==> src/rtl/exec_cc_unit.sv <==
// Y86 execute-stage tail: condition-code register, branch/cmov condition
// evaluation, cmov destination cancel and the E->M pipeline register.
module exec_cc_unit #(
    parameter int         W        = 64,
    parameter logic [2:0] CC_RESET = 3'b100,
    parameter logic [3:0] RNONE    = 4'hF
) (
    input  logic         clk,
    input  logic         reset,
    input  logic [3:0]   E_icode,
    input  logic [3:0]   E_ifun,
    input  logic [W-1:0] alu_valE,
    input  logic [2:0]   alu_cc,
    input  logic [W-1:0] E_valA,
    input  logic [3:0]   E_dstE,
    input  logic [3:0]   E_dstM,
    input  logic         m_stat_bad,
    input  logic         W_stat_bad,
    input  logic         M_stall,
    input  logic         M_bubble,
    output logic         e_cnd,
    output logic [3:0]   e_dstE,
    output logic [2:0]   cc_q,
    output logic [3:0]   M_icode,
    output logic         M_cnd,
    output logic [W-1:0] M_valE,
    output logic [W-1:0] M_valA,
    output logic [3:0]   M_dstE,
    output logic [3:0]   M_dstM
);

    localparam logic [3:0] I_NOP    = 4'h1;
    localparam logic [3:0] I_RRMOVQ = 4'h2;
    localparam logic [3:0] I_OPQ    = 4'h6;
    localparam logic [3:0] I_JXX    = 4'h7;

    typedef enum logic [3:0] {
        C_YES = 4'h0,
        C_LE  = 4'h1,
        C_L   = 4'h2,
        C_E   = 4'h3,
        C_NE  = 4'h4,
        C_GE  = 4'h5,
        C_G   = 4'h6
    } cond_e;

    logic set_cc;
    logic zf, sf, of;
    logic cond;

    // An exception already further down the pipe must not let a younger OPq
    // change architectural flags.
    assign set_cc = (E_icode == I_OPQ) && !m_stat_bad && !W_stat_bad;

    // NOTE: sequential state uses non-blocking assignments so every register
    // samples pre-edge values regardless of block ordering.
    always_ff @(posedge clk or posedge reset) begin
        if (reset) begin
            cc_q <= CC_RESET;
        end else if (set_cc) begin
            cc_q <= alu_cc;
        end
    end

    assign zf = cc_q[2];
    assign sf = cc_q[1];
    assign of = cc_q[0];

    // NOTE: the default assignment ahead of the case keeps reserved ifun
    // codes from leaving cond unassigned, which would infer a latch.
    always_comb begin
        cond = 1'b0;
        case (E_ifun)
            C_YES:   cond = 1'b1;
            C_LE:    cond = (sf ^ of) | zf;
            C_L:     cond = sf ^ of;
            C_E:     cond = zf;
            C_NE:    cond = !zf;
            C_GE:    cond = !(sf ^ of);
            C_G:     cond = !(sf ^ of) && !zf;
            default: cond = 1'b0;
        endcase
    end

    assign e_cnd  = ((E_icode == I_RRMOVQ) || (E_icode == I_JXX)) ? cond : 1'b0;
    assign e_dstE = ((E_icode == I_RRMOVQ) && !e_cnd) ? RNONE : E_dstE;

    // Bubble outranks stall so a stalled, squashed slot still becomes a NOP.
    always_ff @(posedge clk or posedge reset) begin
        if (reset) begin
            M_icode <= I_NOP;
            M_cnd   <= 1'b0;
            M_valE  <= '0;
            M_valA  <= '0;
            M_dstE  <= RNONE;
            M_dstM  <= RNONE;
        end else if (M_bubble) begin
            M_icode <= I_NOP;
            M_cnd   <= 1'b0;
            M_valE  <= '0;
            M_valA  <= '0;
            M_dstE  <= RNONE;
            M_dstM  <= RNONE;
        end else if (!M_stall) begin
            M_icode <= E_icode;
            M_cnd   <= e_cnd;
            M_valE  <= alu_valE;
            M_valA  <= E_valA;
            M_dstE  <= e_dstE;
            M_dstM  <= E_dstM;
        end
    end

endmodule

==> config.mk <==
export PLATFORM = sky130hd
export DESIGN_NAME = exec_cc_unit
export DESIGN_NICKNAME = d
export VERILOG_FILES = /design/src/rtl/exec_cc_unit.sv
export SDC_FILE = /design/constraint.sdc
export NUM_CORES = 1
export LEC_CHECK = 0
export CORE_ASPECT_RATIO = 1.75
export CORE_MARGIN = 2
export CORE_UTILIZATION = 38
export DETAILED_ROUTE_END_ITERATION = 8
export GPL_TIMING_DRIVEN = 0
export PLACE_DENSITY = 0.79
export SLEW_MARGIN = 10
export SYNTH_ARGS = -nofsm -noshare
export SYNTH_HDL_FRONTEND = slang
export SYNTH_SLANG_ARGS = --single-unit
export TNS_END_PERCENT = 5
==> constraint.sdc <==
create_clock -name clk -period 10 [get_ports clk]
set_clock_uncertainty 0.15 [all_clocks]
set_input_delay 1.5 -clock clk [delete_from_list [all_inputs] [get_ports clk]]
set_output_delay 1.5 -clock clk [all_outputs]
set_load 0.005 [all_outputs]
==> flow_summary.yaml, run 1 <==
critical_path:
  startpoint: "E_icode[3]"
  worstSetupEndpointType: "output pin"
  r2r_slack_ns: 8.27
  crit_chain: "clkdlybuf4s50_1, nand2b_1, nor3_1, o21ai_2, nand2b_1, clkdlybuf4s50_1"
  slowest_delay_ns: 0.56
  path_class: "in -> out"
  crit_buf_inv: 2
  regToRegEndpoint: "M_dstE[0]$_DFFE_PP1P_"
  critPathArrivalTime_ns: 3.54
  r2r_cells: 5
  crit_family: "buffers and inverters"
  slowest_stage: "nor3_1"
  crit_fanout: 5
  rr_startpoint: "cc_q[2]$_DFFE_PP1P_"
  cp-start-kind: "primary input"
  critPathRequiredTime_ns: 8.35
layout:
  n_fill_cell: 1223
  final_cell_mix: "clkdlybuf4s50_1, nor2_1, dfrtp_1"
  final_common_cell: "clkdlybuf4s50_1"
  final_nets: 967
  synthToLayoutAreaGrowth_pct: 64.9
  layout-drive-gt1-share_pct: 8.22
  num_antenna_cells: 0
route:
  drcViolationCount: 0
  ant_nets: 0
  first_pass_iters: 4
  wl_per_cell_um: 17.5
  drt_first_iter_violations: 114
  viasPerCell: 4.85
  wirelength_mm: 17.7
  vias: 4918
floorplan:
  die_y_um: 170
  die-area_um2: 16700
  start_util_pct: 38.7
  core_um2: 15400
  fp.dieW_um: 98.6
  std_cell_rows: 60
  ios: 302
synth:
  yosysWarnings: 0
  syn_area_um2: 5950
  ys_top_cells_by_area: "dfrtp_1, mux2i_1, nor2_1"
  synth_top_area_share_pct: 56.3
  yosys.area.top_type: "dfrtp_1"
  synthDistinctLibCells: 27
  synth_seq_cells: 144
  syn-num-nets: 646
  ys_seq_area_share_pct: 60.7
  syn_area_per_cell_um2: 12.1
  netlist_instances: 493
min_path:
  worstHoldStart: "M_valA[50]$_DFFE_PP0P_"
  min_path_cells: 2
  hold_path.class: "reg -> reg"
  whs_endpoint: "M_valA[50]$_DFFE_PP0P_"
clock_tree:
  h-tree-depth: 4
  clock-sinks: 144
  path_clk_slew_ns: 0.07
  post_cts_resized: 0
  cts_max_path_buffers: 2
  cts_tree: "built"
  postCtsSetupBuffers: 0
  clock_latency_ns: 0.41
  numCtsBuffers: 17
  root_buffer: "clkbuf_16"
  cts_hold_buf: 0
sta:
  slew_headroom_pct: 46.9
  worst_pin_slew_ns: 0.796
  setup_slack_ns: 4.81
  finalSetupTns_ns: 0
  min_period_ns: 5.19
  setup_viol: 0
  rsz0062_at_grt: "false"
  final_hold_viol_count: 0
  min_period_over_period_pct: 51.9
  fmaxAchievable_mhz: 193
  drv_slew: 0
place:
  place_hpwl_mm: 13.8
  port-buffer-count: 301
  dpl_worst_slack_ns: 4.83
  gp_congestion: 0.795
global_routing:
  grt_pass1_vias: 5435
  grt_usage_pct: 21.2
  grt_max_degree: 90
  grt-ovfl-total: 0
  grt_pass1_wl_mm: 28.0
  antenna_found_initial: 0
run:
  drv_cap: 0
power_and_ir_drop:
  powerDensity_nw_per_um2: 155
  max-vdd-ir-drop_uv: 105
  power.leakage_nw: 4.55
status:
  status: "complete, no violations"
[report_power, final]
group | internal [mW] | total (mW) | switching (mW)
Combinational | 0.154 | 0.250 | 0.0963
Clock | 0.373 | 0.633 | 0.260
Sequential | 0.620 | 0.641 | 0.0209
Total | 1.15 | 1.52 | 0.377
[worst max path at each step]
stage | to | cells past startpoint | slack, ns
after floorplan | M_cnd$_DFFE_PP0P_ | 1 | 4.50
after global placement | M_valE[60]$_DFFE_PP0P_ | 2 | 2.80
after detailed placement | e_dstE[1] | 6 | 4.83
after CTS | e_dstE[1] | 6 | 4.80
after global routing | e_dstE[1] | 6 | 4.69
final | e_dstE[1] | 6 | 4.81
[worst reg2reg max path, cell delays in order, from the launching register on]
cell and delay, ns:
dfstp_2 0.57, and3b_1 0.22, nor4_4 0.26, o21ai_2 0.15
nor3_1 0.22, nor2_1 0.08
[synth_stat cells]
cell type and n:
nor4_4 1, or3_1 4, o22ai_1 4, buf_1 1, and3b_1 1, or2b_1 1
inv_1 3, nor2b_1 5, buf_4 5, dfstp_2 10, dfrtp_1 134, nand3_1 1
mux2i_1 132, a21oi_1 1, nor3_1 5, nor3_2 1, xor2_1 2, o31ai_1 1
nand2b_1 6, clkbuf_1 13, a211o_1 5, a22o_2 1, buf_2 12, nor2_2 1
nor2_1 138, o21ai_2 2, mux2_2 3
[per-stage QoR]
step | utilization (%) | total power, mW | cell area, um2 | std cells | hold WS [ns]
6_report | 63.8 | 1.52 | 9820 | 1013 | 0.372
3_3_place_gp | 59.8 | 0.893 | 9200 | 980 | 0.350
3_5_place_dp | 60.0 | 0.903 | 9230 | 981 | 0.361
4_1_cts | 63.8 | 1.54 | 9820 | 1013 | 0.375
5_1_grt | 63.8 | 1.59 | 9820 | 1013 | 0.397
2_1_floorplan | - | 0.740 | 5950 | 493 | 0.352
[metal layers]
layer | share of wire [%] | GRT usage [%] | vias to the layer above
li1 | - | - | 2286
met1 | 35 | 21.6 | 2388
met2 | 56 | 40.4 | 215
met3 | 6.8 | 5.44 | 29
met4 | 2.5 | 8.76 | 0
met5 | 0 | 0 | -
[sequential cells by signal, summed over array words and instances (netlist names)]
register and count:
M_dstM 4, M_cnd 1, M_valE 64, M_dstE 4
M_icode 4, M_valA 64, cc_q 3
[final cells by class]
cell class	instances	area (um2)	share of cell area [%]
flip-flops and latches	144	3620	36.8
repair buffers	302	3040	31.0
clock inverters	13	154	1.57
well taps	186	233	2.37
plain buffers	31	150	1.53
clock buffers	19	433	4.41
multi-input cells	315	2180	22.2
inverters	3	16.3	0.166
[logic make-up (layout without fill, tap and decap cells)]
kind of cell	Yosys count	count (layout)	share of synthesized area, %
simple gates	164	164	11.7
buf+inv	34	368	2.71
flops	144	144	60.7
xor+xnor	2	2	0.294
mux	135	135	22.8
compound gates	14	14	1.83
Power figures use the tool's default switching activity.
==> run 2: changes to the inputs <==
Settings changed: CORE_UTILIZATION 38 to 36, PLACE_DENSITY 0.79 to 0.78.
Clock period 10 ns to 4.7 ns, I/O delays scaled along.
==> flow_summary.yaml, run 2 (synthesis gave the netlist of run 1 again) <==
power_and_ir_drop:
  max-vdd-ir-drop_uv: 218
  combPwrFrac_pct: 16.3
  powerDensity_nw_per_um2: 331
  clock_power_share_pct: 42.2
  p_int_mw: 2.49
  power.leakage_nw: 4.58
  pwr-share-seq_pct: 41.6
  swShare_pct: 24.0
  p_switching_mw: 0.787
place:
  dpl_worst_slack_ns: 1.15
  dp_cells: 990
  gp_congestion: 0.782
  place_hpwl_mm: 13.3
  port-buffer-count: 301
clock_tree:
  cts_hold_buf: 0
  clock-sinks: 144
  path_clk_slew_ns: 0.06
  clock_latency_ns: 0.42
  h-tree-depth: 4
  cts_tree: "built"
  post_cts_resized: 0
  postCtsSetupBuffers: 0
  cts_max_path_buffers: 2
  numCtsBuffers: 17
  root_buffer: "clkbuf_16"
floorplan:
  die-area_um2: 17600
  die_y_um: 174
  core_um2: 16300
  fp.dieW_um: 101
  std_cell_rows: 62
  ios: 302
  start_util_pct: 36.6
sta:
  min_period_ns: 3.55
  slew_headroom_pct: 55.5
  drv_slew: 0
  final_hold_viol_count: 0
  setup_viol: 0
  fmaxAchievable_mhz: 282
  rsz0062_at_grt: "false"
  finalSetupTns_ns: 0
  holdWs_ns: 0.370
  worst_pin_slew_ns: 0.662
  setup_slack_ns: 1.15
  min_period_over_period_pct: 75.5
layout:
  final_core_util_pct: 60.7
  seq_area_um2: 3620
  final_cell_mix: "clkdlybuf4s50_1, nor2_1, dfrtp_1"
  multiInputGateArea_um2: 2180
  n_fill_cell: 1338
  num_antenna_cells: 0
  synthToLayoutAreaGrowth_pct: 66.1
  finalNonFillerCells: 1022
  final_common_cell: "clkdlybuf4s50_1"
  reg_top3: "M_valA x64, M_valE x64"
  layout-drive-gt1-share_pct: 8.43
  final_nets: 970
route:
  viasPerCell: 4.73
  vias: 4838
  drt_first_iter_violations: 104
  wl_per_cell_um: 16.8
  ant_nets: 0
  wirelength_mm: 17.2
  first_pass_iters: 4
  drcViolationCount: 0
critical_path:
  critPathRequiredTime_ns: 3.85
  path_class: "in -> out"
  critPathArrivalTime_ns: 2.70
  worstSetupEndpointType: "output pin"
  crit_fanout: 5
  cp-start-kind: "primary input"
global_routing:
  grt_max_degree: 37
  grt_pass1_vias: 5122
  grt-ovfl-total: 0
  grt_pass1_wl_mm: 26.9
  antenna_found_initial: 0
  grt_usage_pct: 19.9
run:
  drv_cap: 0
min_path:
  hold_path.class: "reg -> reg"
status:
  status: "complete, no violations"
[run 2: cell count changes in the layout (fill, tap and decap cells not counted)]
cell | previous run | this run
clkinvlp_4 | 4 | 5
buf_16 | 1 | 0
bufinv_16 | 2 | 3
inv_8 | 1 | 0
inv_6 | 4 | 2
clkinv_2 | 0 | 1
clkinv_4 | 3 | 2
clkbuf_1 | 15 | 16
buf_12 | 0 | 4
[run 2: metrics by stage]
step,power [mW],area [um2]
2_1_floorplan,1.57,5960
3_3_place_gp,1.91,9210
3_5_place_dp,1.92,9290
4_1_cts,3.32,9890
5_1_grt,3.42,9890
6_report,3.27,9890
[run 2: final timing paths]
check	start	endpoint	slack, ns	cells past startpoint
hold reg to reg	M_valA[12]$_DFFE_PP0P_	M_valA[12]$_DFFE_PP0P_	0.37	2
min in group asynchronous	reset	M_valA[41]$_DFFE_PP0P_	0.49	2
hold / removal	M_valA[12]$_DFFE_PP0P_	M_valA[12]$_DFFE_PP0P_	0.37	2
setup / recovery	E_icode[3]	e_dstE[0]	1.15	6
max in group asynchronous	reset	M_dstE[1]$_DFFE_PP1P_	2.86	5
setup reg to reg	cc_q[2]$_DFFE_PP1P_	M_cnd$_DFFE_PP0P_	2.99	5
[run 2: area by class of cell]
type,instances,share of cell area [%]
flip-flops and latches,144,36.6
repair buffers,305,31.3
inverters,3,0.152
clock inverters,12,1.62
clock buffers,20,4.42
well taps,192,2.43
multi-input cells,315,22.0
plain buffers,31,1.52
[run 2: critical path, cell delays in order]
cell and delay [ns]:
clkdlybuf4s50_1 0.42, nand2b_1 0.21, nor3_1 0.53, o21ai_2 0.19, nand2b_1 0.13, clkdlybuf4s50_1 0.51
[run 2: routing by layer]
layer	track usage, %	share of wire [%]
met5	0	0
met1	21.4	36
met4	7.15	2.0
met3	5.63	7.3
met2	36.2	54
[run 2: power by group through the flow]
stage	clock [mW]	sequential, mW	combinational (mW)
3_5_place_dp	0	1.38	0.540
5_1_grt	1.47	1.37	0.581
4_1_cts	1.41	1.36	0.543
6_report	1.38	1.36	0.533
2_1_floorplan	0	1.39	0.188
3_3_place_gp	0	1.38	0.525
